### src/rtl/approx_acc_pkg.sv
// Shared types and constants for the approximate dot-product accumulator.
// APPROX_BIAS_COMP_EN selects whether BIAS_COMP is added to every product.
package approx_acc_pkg;

    typedef enum logic [0:0] {
        ACCUM = 1'b0,
        HOLD  = 1'b1
    } state_t;

    // Offsets the negative mean error of the upstream approximate multiplier
    localparam logic [15:0] BIAS_COMP = 16'd64;

    localparam int ACC_W_DEF = 24;
    localparam int CNT_W_DEF = 8;

endpackage

### src/rtl/approx_sat_add.sv
// Unsigned W-bit saturating adder: clamps to all-ones and flags overflow.
module approx_sat_add
    import approx_acc_pkg::*;
#(
    parameter int W = ACC_W_DEF
) (
    input  logic [W-1:0] a,
    input  logic [W-1:0] b,
    output logic [W-1:0] sum,
    output logic         ovf
);

    logic [W:0] full;

    always_comb begin
        full = {1'b0, a} + {1'b0, b};
        ovf  = full[W];
        sum  = full[W] ? '1 : full[W-1:0];
    end

endmodule

### src/rtl/approx_dot_acc.sv
// Accumulates approximate-multiplier products into a saturating dot product.
// Define APPROX_BIAS_COMP_EN to add BIAS_COMP to each product before summing.
module approx_dot_acc
    import approx_acc_pkg::*;
#(
    parameter int ACC_W = ACC_W_DEF,
    parameter int CNT_W = CNT_W_DEF
) (
    input  logic             clk,
    input  logic             rst,
    input  logic             in_valid,
    input  logic [15:0]      in_prod,
    input  logic             in_last,
    output logic             in_ready,
    output logic             out_valid,
    output logic [ACC_W-1:0] out_acc,
    output logic [CNT_W-1:0] out_count,
    output logic             out_sat,
    input  logic             out_ready
);

    state_t           state;
    logic [ACC_W-1:0] acc;
    logic [CNT_W-1:0] cnt;
    logic             sat;

    logic [ACC_W-1:0] term_ext;
    logic [ACC_W-1:0] sum;
    logic             ovf;
    logic             cnt_full;
    logic [CNT_W-1:0] cnt_nxt;
    logic             sat_nxt;
    logic             accept;

`ifdef APPROX_BIAS_COMP_EN
    logic [16:0] term;
    assign term = {1'b0, in_prod} + {1'b0, BIAS_COMP};
`else
    logic [15:0] term;
    assign term = in_prod;
`endif

    assign term_ext = ACC_W'(term);

    approx_sat_add #(
        .W(ACC_W)
    ) u_sat_add (
        .a   (acc),
        .b   (term_ext),
        .sum (sum),
        .ovf (ovf)
    );

    always_comb begin
        in_ready  = (state == ACCUM);
        out_valid = (state == HOLD);
        accept    = in_valid & in_ready;
        cnt_full  = &cnt;
        cnt_nxt   = cnt_full ? cnt : cnt + CNT_W'(1);
        sat_nxt   = sat | ovf | cnt_full;
    end

    // Result registers are loaded from the next-state values so the last beat is included
    always_ff @(posedge clk) begin
        if (rst) begin
            state     <= ACCUM;
            acc       <= '0;
            cnt       <= '0;
            sat       <= 1'b0;
            out_acc   <= '0;
            out_count <= '0;
            out_sat   <= 1'b0;
        end else begin
            case (state)
                ACCUM: begin
                    if (accept) begin
                        acc <= sum;
                        cnt <= cnt_nxt;
                        sat <= sat_nxt;
                        if (in_last) begin
                            state     <= HOLD;
                            out_acc   <= sum;
                            out_count <= cnt_nxt;
                            out_sat   <= sat_nxt;
                        end
                    end
                end
                HOLD: begin
                    if (out_ready) begin
                        state     <= ACCUM;
                        acc       <= '0;
                        cnt       <= '0;
                        sat       <= 1'b0;
                        out_acc   <= '0;
                        out_count <= '0;
                        out_sat   <= 1'b0;
                    end
                end
                default: state <= ACCUM;
            endcase
        end
    end

endmodule

### config.mk
export PLATFORM = sky130hd
export DESIGN_NAME = approx_dot_acc
export DESIGN_NICKNAME = d
export VERILOG_FILES = /design/src/rtl/approx_acc_pkg.sv /design/src/rtl/approx_sat_add.sv /design/src/rtl/approx_dot_acc.sv
export SDC_FILE = /design/constraint.sdc
export NUM_CORES = 1
export LEC_CHECK = 0
export BUFFER_PORTS_ARGS = -buffer_cell sky130_fd_sc_hd__buf_2
export CORE_ASPECT_RATIO = 1.75
export CORE_MARGIN = 4
export CORE_UTILIZATION = 51
export CTS_BUF_LIST = sky130_fd_sc_hd__clkbuf_16
export CTS_CLUSTER_SIZE = 24
export DETAILED_ROUTE_END_ITERATION = 16
export PLACE_DENSITY = 0.76
export SETUP_SLACK_MARGIN = 0.05
export SLEW_MARGIN = 20
export SYNTH_ARGS = -nofsm -noshare
export SYNTH_HDL_FRONTEND = slang
export SYNTH_SLANG_ARGS = --single-unit
### constraint.sdc
create_clock -name clk -period 2.64 [get_ports clk]
set_input_delay 0.132 -clock clk [delete_from_list [all_inputs] [get_ports clk]]
set_output_delay 0.132 -clock clk [all_outputs]
set_load 0.005 [all_outputs]
==> results list <==
- CTS root buf: sky130_fd_sc_hd__clkbuf_16
- Counting every sink on the clock net gives 67.
- Critical-path cell list: ha_1 -> nand4_2 -> nor3_1 -> a31oi_1 -> a21o_1 -> a2111oi_4 -> mux2i_1 -> a221o_1
- In this run the worst hold path is classified as in2reg.
- Proportion of register bits with asynchronous set or reset after synthesis: 0%
- Height of the chip: 119 um
- Destination of the worst register-to-register timing path: out_acc[23]
* Classification of the worst setup path: reg2reg
- Min-delay src: out_ready
* Residual DRC: 0
- The later pin in the worst-skew pair is clocked with a latency of 0.33 ns.
* Post-synth design cell area: 3600 um2
* Vias: 3,630
* Arr. time, crit path: 2.76 ns
* Iteration count of the initial detailed-routing pass: 4
- Post-layout minimum cycle time: 2.54 ns
- Initial antenna violation count: 0
- On the worst path, the slowest cell contributes a delay of 0.42 ns.
* I/O pin count: 56
- The worst hold path was traced through 3 stages.
- At the end of routability-driven placement, the weighted congestion stood at 0.873.
* Detailed-route vias per instance: 5.93
* Biggest fanout along the worst timing path: 6
- Multiplexer cells account for 0.835% of the synthesized area.
* Mean instance size in the synthesized netlist: 7.99 um2
- Prior to clock tree synthesis, the placed netlist has a worst setup slack of 0.00463 ns.
- Max Clock Freq: 394 MHz
* Area enclosed by the die boundary: 8510 um2
- In this run the tightest slew margin relative to its limit is 49.1%.
- Area of the placeable core: 6860 um2
- Core Rows: 40
* Initial cell density of the core: 52.4%
- VDD sags by at most 443 uV.
* Synthesized flop and latch total: 67
* Reported max-cap violation count: 0
- Setup violations remaining at the end of the flow were counted as 0.
- R2R depth: 8
- After clock tree synthesis, the clock-pin slew on the worst setup and hold paths is 0.05 ns.
- After the flow finishes, the layout carries non-filler instances totaling 612.
- Placed Cells incl. Taps: 595
* Initial DRC Count: 205
- For this run, the leading register cell type out of synthesis is sky130_fd_sc_hd__dfxtp_1.
- In this run the power density over the cells is 656 nW/um2.
- After layout, the worst path uses 96.2% of the clock period.
- Placed cell area: 4080 um2
- Summed over all layers, the global routing overflow is 0.
* Post-detailed-route wirelength per cell: 16.7 um
- With fillers left out, the area of the finished cells amounts to 4430 um2.
- Entering global routing, the biggest net connects 23 pins.
* Total Negative Setup Slacks: 0 ns
- Summed over all layers, the routed wires come to 10,200 um.
- Gate Count Post-Synth: 450
- Leak Pwr: 1.87 nW
- At the pin with the least slew margin, the transition time is 0.764 ns.
- Area share of xor/xnor cells in the synthesized design: 3.90%
* NumNets Final: 562
- Origin of the critical flop-to-flop path: acc[7]
* Synth Area in Adders: 6.47%
- Post-synthesis share of cell area spent on and, or, nand and nor gates: 20.2%
- TritonCTS clock tree: yes
* Share of synthesized area occupied by flip-flops and latches: 37.3%
- The number of clock buffers added by TritonCTS is 9.
- Number of nets with antenna violations after routing: 0
- The first global-routing pass estimated 16,400 um of wire.
- The synthesized netlist devotes 28.8% of its cell area to compound gates.
- Sort of element at the start of the critical path: flop
- The number of global-route vias before repair was 3,706.
- Maximum buffer depth of the clock tree: 2
- The largest individual stage delay along the critical path comes from the cell sky130_fd_sc_hd__ha_1.
* Setup crit end kind: flop
* Result of the run: completed
- Of the cells placed in the final design, the portion with a size suffix greater than 1 is 20.6%.
* Number of distinct library cells after synthesis: 55
- Final worst setup slack: 0.0999 ns
* Unrepaired setup endpoints after global routing: true
- The max-slew violation count is 0.
* # diodes: 0
- Total global-route track usage: 24.5%
- Port Buffers: 55
* Dominant combinational cell family by area after synthesis: compound AO/OA/AOI/OAI gates
- Smallest hold slack: 0.137 ns
- The area growth from synthesis to layout is 23.1%.
- Number of enable-type register cells in the synthesized netlist: 0
- Synth warnings: 0
* Req. time, crit path: 2.86 ns
* Worst hold endpoint: out_valid
* H-Tree Level Count: 3
* Die Width: 71.5 um
- After legalization and detailed placement, the total HPWL measured 7600 um.
* Number of hold-slack violations in the final timing report: 0
- Setup slack on the worst flop-to-flop path: 0.1 ns
- Synthesis produced a netlist with a net count of 489.
- Worst-case clock skew: 0.00603 ns
-- cells in the mapped netlist (4+ instances only) --
library cell               number  area share [%]
sky130_fd_sc_hd__a22o_1         6             1.5
sky130_fd_sc_hd__o21ai_0       42             5.8
sky130_fd_sc_hd__dfxtp_1       67              37
sky130_fd_sc_hd__nand4_1        4            0.70
sky130_fd_sc_hd__o21a_1         8             1.7
sky130_fd_sc_hd__or3_1          4            0.70
sky130_fd_sc_hd__xnor2_1       11             2.7
sky130_fd_sc_hd__ha_1          17             5.9
sky130_fd_sc_hd__clkbuf_1      15             1.6
sky130_fd_sc_hd__nor2_1        43             4.5
sky130_fd_sc_hd__nand3_1       17             2.4
sky130_fd_sc_hd__a21o_1        10             2.1
sky130_fd_sc_hd__nor3_1         6            0.84
sky130_fd_sc_hd__nand2b_1       5            0.87
sky130_fd_sc_hd__nand2_1       70             7.3
sky130_fd_sc_hd__a22oi_1        5             1.0
sky130_fd_sc_hd__xor2_1         5             1.2
sky130_fd_sc_hd__inv_1          6            0.63
sky130_fd_sc_hd__a31oi_1        6             1.0
sky130_fd_sc_hd__a21oi_1       44             6.1
sky130_fd_sc_hd__a211oi_1      12             2.5
-- placed cells by master, fill, tap and decap left out, types with 4 or more instances in the layout --
master,n
sky130_fd_sc_hd__or3_1,4
sky130_fd_sc_hd__nand2_1,70
sky130_fd_sc_hd__a21o_1,10
sky130_fd_sc_hd__ha_1,15
sky130_fd_sc_hd__o21a_1,8
sky130_fd_sc_hd__a21oi_1,44
sky130_fd_sc_hd__xnor2_1,11
sky130_fd_sc_hd__nor3_1,6
sky130_fd_sc_hd__a211oi_1,11
sky130_fd_sc_hd__o21ai_0,39
sky130_fd_sc_hd__clkbuf_16,9
sky130_fd_sc_hd__a22oi_1,5
sky130_fd_sc_hd__buf_2,55
sky130_fd_sc_hd__a22o_1,6
sky130_fd_sc_hd__nor2_1,43
sky130_fd_sc_hd__nand4_1,4
sky130_fd_sc_hd__dfxtp_1,66
sky130_fd_sc_hd__buf_4,24
sky130_fd_sc_hd__nand3_1,17
sky130_fd_sc_hd__xor2_1,5
sky130_fd_sc_hd__a31oi_1,5
sky130_fd_sc_hd__nand2b_1,5
sky130_fd_sc_hd__o21ai_1,4
sky130_fd_sc_hd__inv_1,7
-- layout make-up --
cell class / count / area, um2
Inverter: 6 / 22.5
Timing Repair Buffer: 79 / 455
Sequential cell: 67 / 1340
Tap cell: 84 / 105
Clock inverter: 7 / 60.1
Multi-Input combinational cell: 360 / 2220
Fill cell: 603 / 2430
Clock buffer: 9 / 225
-- timing repair --
item	in CTS	in global routing
hold buffers	0	0
setup endpoints to repair	11	33
resized for setup	2	12
pin swaps	0	4
buffers inserted	0	1
-- critical path, delay by kind of cell, from the launching register on --
family / cells / cell delay [ns]
mux: 1 / 0.13
fa+ha+maj: 1 / 0.42
compound gates: 4 / 1.09
flops: 1 / 0.33
simple gates: 2 / 0.46
-- how the worst max path moves through the flow --
stage,endpoint,start,slack (ns)
2_1_floorplan,acc[22],acc[0],0.14
3_3_place_gp,out_acc[22],acc[8],0.08
3_5_place_dp,acc[22],acc[8],0.005
4_1_cts,acc[22],acc[7],0.06
5_1_grt,acc[22],acc[9],0.02
6_report,out_acc[23],acc[7],0.1
-- through the flow --
stage	total power (W)	util, %
finish	0.00290	64.6
global route	0.00303	64.6
CTS	0.00289	63.9
detailed placement	0.00174	59.5
global placement	0.00173	59.5
floorplan	0.00155	-
-- registers in the layout (all words and copies together), names as in the netlist --
register,count
sat,1
out_count,8
out_sat,1
acc,24
out_valid,1
cnt,8
out_acc,24
-- layer usage --
metal	GRT usage (%)	part of all wire, %	routed length (um)
met1	23.3	37	3770
met5	0	0	0
met3	4.81	3.9	398
met2	45.0	55	5590
met4	16.8	4.4	445
-- power breakdown --
part           total (W)  internal (W)  switching [W]
Combinational   0.000637      0.000259       0.000378
Sequential       0.00112       0.00108      0.0000409
Clock            0.00115      0.000718       0.000430
Total            0.00290       0.00205       0.000849
-- kinds of logic (layout without fill, tap and decap cells) --
group           Yosys count  in the layout
compound gates          160            160
buf+inv                  23            101
flops                    67             67
mux                       3              3
simple gates            163            163
fa+ha+maj                18             18
xor+xnor                 16             16
Note: power is estimated with default switching activity, not from simulation.
